<file path="src/rtl/wishbone_arbiter.sv">
// Two-master / one-slave Wishbone B4 classic arbiter.
// Round-robin grant held for a whole cyc, combinational data/termination
// pass-through, and a watchdog that raises err on an unterminated access.
module wishbone_arbiter #(
    parameter int TIMEOUT = 16
) (
    input  logic        clk_i,
    input  logic        rst_i,
    // master 0 (instruction fetch)
    input  logic        m0_cyc_i,
    input  logic        m0_stb_i,
    input  logic        m0_we_i,
    input  logic [31:0] m0_adr_i,
    input  logic [3:0]  m0_sel_i,
    input  logic [31:0] m0_dat_i,
    output logic [31:0] m0_dat_o,
    output logic        m0_ack_o,
    output logic        m0_err_o,
    output logic        m0_rty_o,
    // master 1 (load/store)
    input  logic        m1_cyc_i,
    input  logic        m1_stb_i,
    input  logic        m1_we_i,
    input  logic [31:0] m1_adr_i,
    input  logic [3:0]  m1_sel_i,
    input  logic [31:0] m1_dat_i,
    output logic [31:0] m1_dat_o,
    output logic        m1_ack_o,
    output logic        m1_err_o,
    output logic        m1_rty_o,
    // slave
    output logic        s_cyc_o,
    output logic        s_stb_o,
    output logic        s_we_o,
    output logic [31:0] s_adr_o,
    output logic [3:0]  s_sel_o,
    output logic [31:0] s_dat_o,
    input  logic [31:0] s_dat_i,
    input  logic        s_ack_i,
    input  logic        s_err_i,
    input  logic        s_rty_i
);

    typedef enum logic [1:0] {IDLE, GRANT0, GRANT1} state_t;

    state_t      state, state_nxt;
    logic        last;          // most recently granted master
    logic [7:0]  wd_cnt;
    logic        timeout_err;
    logic        gnt_stb;
    logic        term;

    assign term        = s_ack_i | s_err_i | s_rty_i;
    assign gnt_stb     = ((state == GRANT0) && m0_stb_i) || ((state == GRANT1) && m1_stb_i);
    // Only a live strobe can time out; a dropped stb clears the count anyway.
    assign timeout_err = gnt_stb && (wd_cnt == 8'(TIMEOUT - 1));

    // State register and round-robin history; last tracks every grant entry.
    always_ff @(posedge clk_i or posedge rst_i) begin
        if (rst_i) begin
            state <= IDLE;
            last  <= 1'b1;
        end else begin
            state <= state_nxt;
            if (state_nxt == GRANT0)      last <= 1'b0;
            else if (state_nxt == GRANT1) last <= 1'b1;
        end
    end

    // Next-state: never preempt; hand over directly when the other master waits.
    always_comb begin
        state_nxt = state;
        case (state)
            IDLE: begin
                if (m0_cyc_i && m1_cyc_i) state_nxt = last ? GRANT0 : GRANT1;
                else if (m0_cyc_i)        state_nxt = GRANT0;
                else if (m1_cyc_i)        state_nxt = GRANT1;
            end
            GRANT0: begin
                if (!m0_cyc_i) state_nxt = m1_cyc_i ? GRANT1 : IDLE;
            end
            GRANT1: begin
                if (!m1_cyc_i) state_nxt = m0_cyc_i ? GRANT0 : IDLE;
            end
            default: state_nxt = IDLE;
        endcase
    end

    // Watchdog: counts stalled strobe cycles, restarts on any termination,
    // stb low, grant change, or after it fires.
    always_ff @(posedge clk_i or posedge rst_i) begin
        if (rst_i) begin
            wd_cnt <= 8'd0;
        end else if ((state_nxt != state) || !gnt_stb || term || timeout_err) begin
            wd_cnt <= 8'd0;
        end else begin
            wd_cnt <= wd_cnt + 8'd1;
        end
    end

    // Output mux: slave sees the granted master, only the granted master sees returns.
    always_comb begin
        s_cyc_o  = 1'b0;
        s_stb_o  = 1'b0;
        s_we_o   = 1'b0;
        s_adr_o  = '0;
        s_sel_o  = '0;
        s_dat_o  = '0;
        m0_dat_o = '0;
        m0_ack_o = 1'b0;
        m0_err_o = 1'b0;
        m0_rty_o = 1'b0;
        m1_dat_o = '0;
        m1_ack_o = 1'b0;
        m1_err_o = 1'b0;
        m1_rty_o = 1'b0;
        case (state)
            GRANT0: begin
                s_cyc_o  = m0_cyc_i;
                s_stb_o  = m0_stb_i;
                s_we_o   = m0_we_i;
                s_adr_o  = m0_adr_i;
                s_sel_o  = m0_sel_i;
                s_dat_o  = m0_dat_i;
                m0_dat_o = s_dat_i;
                m0_ack_o = s_ack_i;
                m0_err_o = s_err_i | timeout_err;
                m0_rty_o = s_rty_i;
            end
            GRANT1: begin
                s_cyc_o  = m1_cyc_i;
                s_stb_o  = m1_stb_i;
                s_we_o   = m1_we_i;
                s_adr_o  = m1_adr_i;
                s_sel_o  = m1_sel_i;
                s_dat_o  = m1_dat_i;
                m1_dat_o = s_dat_i;
                m1_ack_o = s_ack_i;
                m1_err_o = s_err_i | timeout_err;
                m1_rty_o = s_rty_i;
            end
            default: ;
        endcase
    end

endmodule

</file>
<file path="config.mk">
export PLATFORM = sky130hd
export DESIGN_NAME = wishbone_arbiter
export DESIGN_NICKNAME = d
export VERILOG_FILES = /design/src/rtl/wishbone_arbiter.sv
export SDC_FILE = /design/constraint.sdc
export NUM_CORES = 1
export LEC_CHECK = 0
export CAP_MARGIN = 15
export CORE_AREA = 2 2 123 125
export DETAILED_ROUTE_END_ITERATION = 10
export DIE_AREA = 0 0 125 127
export SKIP_CTS_REPAIR_TIMING = 1
export SLEW_MARGIN = 40
export SYNTH_ARGS = -nofsm -noshare
export SYNTH_HDL_FRONTEND = slang
export SYNTH_SLANG_ARGS = --single-unit
</file>
<file path="constraint.sdc">
create_clock -name clk_i -period 2.26 [get_ports clk_i]
set_clock_uncertainty 0.1 [all_clocks]
set_input_delay 0.226 -clock clk_i [delete_from_list [all_inputs] [get_ports clk_i]]
set_output_delay 0.226 -clock clk_i [all_outputs]
set_load 0.03 [all_outputs]
</file>
Word-level counts from Yosys, hierarchy flattened. Cells that the tools add are included.

Add/sub/neg operators: 1. Equal/unequal tests: 6. Multiplexer cells: 26. Bitwise gates (word level): 3. Reduce and logical (&&, ||, !) cells: 11.

Operators with widths (count): one-hot mux 32 bit (2 select lines) (2); two-way mux 32 bit (2); two-way mux 2 bit (7); two-way mux 1 bit (9); adder 8 x 1 -> 8 bit (second input constant) (1); == test 8 x 4 -> 1 bit (second input constant) (1); two-way mux 8 bit (1); one-hot mux 4 bit (2 select lines) (1); one-hot mux 1 bit (2 select lines) (3); one-hot mux 2 bit (3 select lines) (1); == test 2 x 1 -> 1 bit (second input constant) (2); == test 2 bit (second input constant) (2); logical AND 1 bit (4); logical OR 1 bit (4); OR 1 bit (3); zero test 2 bit (1); inequality test 2 bit (1); nonzero test 2 bit (1); zero test 1 bit (1).

Bits in registers: 11. Input port bits: 179.

Depth between registers and ports, before layout. Gate-level depths: netlist of the first run.

Depth in word-level cells: 9. Gate-level depth with buffers: 10. Mapped depth without buffers: 9.

Least setup slack after synthesis of the first run. No wires, ideal clock.

Path kind: reg2out. Start: register state[1]. End: output port s_dat_o[10]. Data arrival time: 1.957 ns. Required time: 1.934 ns. Path slack: -0.023 ns. Cell stages (with the launch flop): 8. Path buffers: 3. Cell sequence: dfrtp_1 -> inv_1 -> ha_1 -> buf_2 -> buf_1 -> buf_1 -> a22oi_1 -> nor2b_1.

Word-level cells in the longest chain between the ends: 2. Elaborated cells between the ends (all ways): 3. Those cells by class: eq/ne (2); mux (1).

Ends and longest elaborated chain: start: declaration (line 46) `state_t state, state_nxt;`; start signal: assignment (line 64) `state <= state_nxt;`; == test 2 bit or == test 2 x 1 -> 1 bit (tied branches) (line 117) `case (state)`; one-hot mux 32 bit (2 select lines) * (line 117); end: declaration (line 37) `output logic [31:0] s_dat_o,`.

Every way passes the cells marked *; elsewhere a longest branch is shown, timed or not.

Worst setup path after layout of the first run.
Start: register state[1]. End: output port s_dat_o[9].

The elaborated chain is that of the path after synthesis.

==> impl_metrics.tcl, run 1 <==
set metrics [dict create \
    outcome "completed" \
    num_io_pins 320 \
    cts.sinks 11 \
    startpoint_type "flop" \
    ir_drop_mv 0.522 \
    place_hpwl_mm 10.3 \
    finalNetCount 805 \
    coreArea_um2 14400 \
    via_count 3463 \
    drc_errors 0 \
    ys.flop_type "dfrtp_1" \
    maxCapViolCount 0 \
    finalInstanceArea_um2 5630 \
    cts_buffers 3 \
    yosys_warnings 0 \
    relSlewSlack 0.614 \
    io_buffers 319 \
    multi_input_area_um2 1900 \
    worst_pin_slew_ns 0.578 \
    synth_edf_count 0 \
    path_max_fanout 60 \
    end_kind "primary output" \
    synthDistinctLibCells 35 \
    first_pass_iters 4 \
    hp-class "input port to async pin" \
    r2r_setup_slack_ns 0.17 \
    syn_area_um2 2240 \
    synthCells 318 \
    setup_violations 0 \
    numPlacedInstances 798 \
    rows 44 \
    place_area_um2 5500 \
    max_freq_mhz 464 \
    vias_per_cell 4.31 \
    dr.first_iter.drc_count 143 \
    area_delta_synth_final_pct 151 \
    cp.required_ns 1.93 \
    slowest_stage "dfrtp_1" \
    whs_ns 0.193 \
    worstPathArrival_ns 1.83 \
    clk_path_buf_depth 2 \
    antenna_left 0 \
    die_h_um 127 \
    h-tree-depth 1 \
    finalNonFillerCells 803 \
    reg2reg_from "state[0]" \
    diodes 0 \
    post_drt_wl_per_cell_um 16.0 \
    routed_wl_mm 12.8 \
    drive_gt1_frac 0.294 \
    die_w_um 125 \
    async_reset_ff_frac 1.00 \
    grt_overflow 0 \
    period_minus_slack_ns 2.15 \
    yosysSeqAreaShare 0.123 \
    period_share 0.953 \
    clock_latency_ns 0.24 \
    power_leakage_nw 2.36 \
    regArea_um2 278 \
    antenna_found_initial 0 \
    ys_ff_latch 11 \
    place.gp.congestion 0.871 \
    grt_max_degree 61 \
    gr-usage-all-layers 0.143 \
    grt_pass1_vias 3447 \
    ff2ff_path_depth 5 \
    clk_pin_slew_worst_paths_ns 0.04 \
    path_common_cell "buf_12" \
    crit_path_cell_trace "inv_1, ha_4, buf_12, a22oi_1, nor2b_2, buf_12" \
    dieArea_um2 15900 \
    syn-num-nets 503 \
    avgSynthCellArea_um2 7.05 \
    maxSlewViolCount 0 \
    initial_core_util 0.155 \
    hold_violations 0 \
    fillerInstances 1464 \
    critPathKind "flop to primary output" \
    p_per_area_nw_per_um2 1120 \
    r2r-end "wd_cnt[4]" \
    tritoncts "done" \
    cts_root_buffer "clkbuf_16" \
    slowest_delay_ns 0.43 \
    grt_pass1_wl_mm 18.7 \
]
area by class of cell:
class,instances,share of cell area
Timing Repair Buffer,328,0.554
Multi-Input combinational cell,269,0.337
Sequential cell,11,0.0493
Tap cell,184,0.0409
Clock buffer,4,0.0140
Inverter,7,0.00467
cell usage in the layout, fill, tap and decap left out, types with 2 or more instances in the layout:
master and n:
a21oi_1 3, ha_1 3, nor3_1 9, xnor2_1 4, buf_4 133, nor2b_1 52
nor2_1 4, clkbuf_16 4, buf_12 13, clkdlybuf4s50_1 178, nor2b_2 20, ha_4 2
nand2b_1 2, nand3_1 3, and2_1 68, dfrtp_1 9, xor2_1 2, inv_1 7
a22oi_1 69, nand2_1 8, and3_1 3
synthesized netlist by cell type (2+ instances only):
| cell | count | area share |
|---|---|---|
| buf_1 | 7 | 0.012 |
| nor2_1 | 4 | 0.0067 |
| and2_1 | 68 | 0.19 |
| nor2b_1 | 72 | 0.20 |
| ha_1 | 6 | 0.033 |
| nand2_1 | 8 | 0.013 |
| nor3_1 | 9 | 0.020 |
| a21oi_1 | 3 | 0.0067 |
| nand3_1 | 3 | 0.0067 |
| clkbuf_1 | 22 | 0.037 |
| xnor2_1 | 4 | 0.016 |
| inv_1 | 7 | 0.012 |
| nand2b_1 | 2 | 0.0056 |
| dfrtp_1 | 10 | 0.11 |
| and3_1 | 3 | 0.0084 |
| a22oi_1 | 70 | 0.23 |
| xor2_1 | 2 | 0.0078 |
where the power goes:
part / switching, mW / leakage (nW) / internal [mW] / total, mW
registers: 0.0344 / 0.146 / 0.236 / 0.270
clock network: 0.0830 / 0.0382 / 0.236 / 0.319
logic: 3.24 / 2.17 / 2.50 / 5.74
worst max-delay path: cells and delay by family (launching register included):
kind                     cells  cell delay [ns]
buffers and inverters        3             0.56
AO/OA/AOI/OAI                1             0.14
flip-flops                   1             0.43
adder cells (fa/ha/maj)      1             0.22
AND/OR/NAND/NOR              1             0.20
per-layer routing:
layer	vias to the layer above	wire length (um)	GRT usage
li1	1715	-	-
met1	1554	4790	0.162
met2	188	6840	0.276
met3	6	1090	0.0369
met4	0	87	0.0163
met5	-	0	0
through the flow:
step / power, mW / setup TNS, ns / utilization / setup slack (ns)
finish: 6.33 / 0 / 0.390 / 0.106
global route: 6.74 / -0.00867 / 0.390 / -0.00797
CTS: 6.32 / -0.0281 / 0.387 / -0.0153
detailed placement: 5.98 / 0 / 0.381 / 0.0922
global placement: 5.92 / 0 / 0.381 / 0.171
floorplan: 3.70 / 0 / - / 0.0149
cells by family (layout without fill, tap and decap cells):
logic type | Yosys count | in the layout | share of synthesized area
adders and majority gates | 6 | 6 | 0.0335
DFF | 11 | 11 | 0.123
xor gates and xnor gates | 6 | 6 | 0.0234
buffers and inverters | 38 | 339 | 0.0675
and+or+nand+nor | 173 | 173 | 0.465
AOI/OAI and AO/OA | 84 | 84 | 0.287
registers in the layout, summed over array words and instances, names as in the netlist:
register,flops
wd_cnt,8
state,2
last,1
worst max-delay path by stage:
stage / cells past startpoint / startpoint / endpoint
detailed placement: 6 / m1_cyc_i / wd_cnt[4]
floorplan: 7 / state[0] / s_adr_o[25]
finish: 6 / state[1] / s_dat_o[9]
global route: 6 / state[0] / s_dat_o[27]
CTS: 6 / state[0] / s_dat_o[27]
global placement: 6 / m1_cyc_i / wd_cnt[6]
Power figures use the tool's default switching activity.
==> run 2: changes to the inputs <==
- CAP_MARGIN: 15 -> 30
- CTS_BUF_LIST: not set -> sky130_fd_sc_hd__clkbuf_2 sky130_fd_sc_hd__clkbuf_4 sky130_fd_sc_hd__clkbuf_8
- GPL_TIMING_DRIVEN: not set -> 0
==> impl_metrics.tcl, run 2 (synthesized netlist as in run 1, its figures left out) <==
set metrics [dict create \
    outcome "completed" \
    place.gp.congestion 0.829 \
    end_kind "primary output" \
    r2r-end "wd_cnt[4]" \
    die_h_um 127 \
    power_leakage_nw 2.79 \
    fin_util 0.382 \
    grt_pass1_wl_mm 20.9 \
    setup_violations 0 \
    io_buffers 319 \
    via_count 3634 \
    cts_root_buffer "clkbuf_8" \
    coreArea_um2 14400 \
    worstPathArrival_ns 1.92 \
    area_delta_synth_final_pct 146 \
    vias_per_cell 4.38 \
    clk_path_buf_depth 2 \
    power_mw 6.02 \
    antenna_found_initial 1 \
    regMostFlops "wd_cnt" \
    slowest_delay_ns 0.59 \
    critPathLaunch "wd_cnt[4]" \
    dr.first_iter.drc_count 72 \
    ff2ff_path_depth 6 \
    rsz0062_at_grt "true" \
    largest_register_ffs 8 \
    first_pass_iters 6 \
    routed_wl_mm 13.9 \
    cp.required_ns 1.93 \
    reg2reg_from "state[1]" \
    final_cell_mix "clkdlybuf4s50_1, clkbuf_2, and2_1" \
    grt_max_degree 12 \
    path_max_fanout 5 \
    hp-class "input port to async pin" \
    reg_top3 "wd_cnt: 8 flops, state: 2 flops, last: 1 flops" \
    final_common_cell "clkdlybuf4s50_1" \
    whs_ns 0.189 \
    rows 44 \
    power_frac_comb 0.923 \
    tritoncts "done" \
    h-tree-depth 1 \
    fin_ws_ns 0.0117 \
    seq_power_share 0.044 \
    maxCapViolCount 0 \
    post_drt_wl_per_cell_um 16.8 \
    place_hpwl_mm 11.8 \
    fin_setup_tns_ns 0 \
    dieArea_um2 15900 \
    clk_pin_slew_worst_paths_ns 0.05 \
    period_minus_slack_ns 2.25 \
    clock_latency_ns 0.23 \
    period_share 0.995 \
    ir_drop_mv 0.325 \
    swShare 0.573 \
    slowest_stage "or4_1" \
    startpoint_type "flop" \
    num_io_pins 320 \
    pwr-share-clk 0.033 \
    hold_violations 0 \
    die_w_um 125 \
    diodes 0 \
    drive_gt1_frac 0.301 \
    cell_internal_pwr_mw 2.57 \
    p_switching_mw 3.45 \
    cts.sinks 11 \
    crit_path_cell_trace "or4_1, nor3_1, nor2_1, nor2b_1, dlymetal6s2s_1" \
    initial_core_util 0.155 \
    relSlewSlack 0.619 \
    max_freq_mhz 445 \
    cp_num_buf_inv 1 \
    antenna_left 0 \
    place_ws_ns -1.08 \
    finalNetCount 831 \
    drc_errors 0 \
    grt_pass1_vias 3876 \
    gr-usage-all-layers 0.162 \
    cts_buffers 3 \
    p_per_area_nw_per_um2 1090 \
    critPathKind "flop to primary output" \
    worst_pin_slew_ns 0.568 \
    r2r_setup_slack_ns 0.09 \
    grt_overflow 0 \
    maxSlewViolCount 0 \
    crit_family "simple AND/OR/NAND/NOR gates" \
]
==> run 2: cell count changes in the layout (fill, tap and decap cells not counted), sizes merged <==
cell	change
clkbuf	+112
dlymetal6s2s	+29
buf	-115
==> run 2: final cells by class <==
class,count,area [um2]
Fill cell,1562,8910
Clock buffer,4,48.8
Buffer,31,230
Tap cell,184,230
Sequential cell,11,279
Timing Repair Buffer,323,2760
Inverter,7,26.3
Multi-Input combinational cell,269,1950
==> run 2: routing by layer <==
layer,vias up,global-route usage,share of wire
met5,-,0,0.00094
met4,2,0.0144,0.0039
met3,6,0.0410,0.083
met2,189,0.325,0.54
met1,1666,0.176,0.37
li1,1771,-,-
==> run 2: how the worst max path moves through the flow <==
| stage | to | cells after the start |
|---|---|---|
| 2_1_floorplan | s_adr_o[25] | 7 |
| 3_3_place_gp | s_dat_o[26] | 8 |
| 3_5_place_dp | s_dat_o[26] | 8 |
| 4_1_cts | s_dat_o[26] | 8 |
| 5_1_grt | m1_err_o | 8 |
| 6_report | m0_err_o | 5 |
==> run 2: metrics by stage <==
step           instances  area (um2)
5_1_grt              829        5520
4_1_cts              825        5760
2_1_floorplan        318        2290
3_5_place_dp         821        5720
3_3_place_gp         821        5720
6_report             829        5520
==> run 2: power by group through the flow <==
stage	combinational, mW	clock (mW)	sequential [mW]
after CTS	5.84	0.206	0.278
after detailed placement	5.83	0	0.281
after global placement	5.78	0	0.278
final	5.56	0.201	0.265
after global routing	5.96	0.219	0.268
after floorplan	3.44	0	0.267
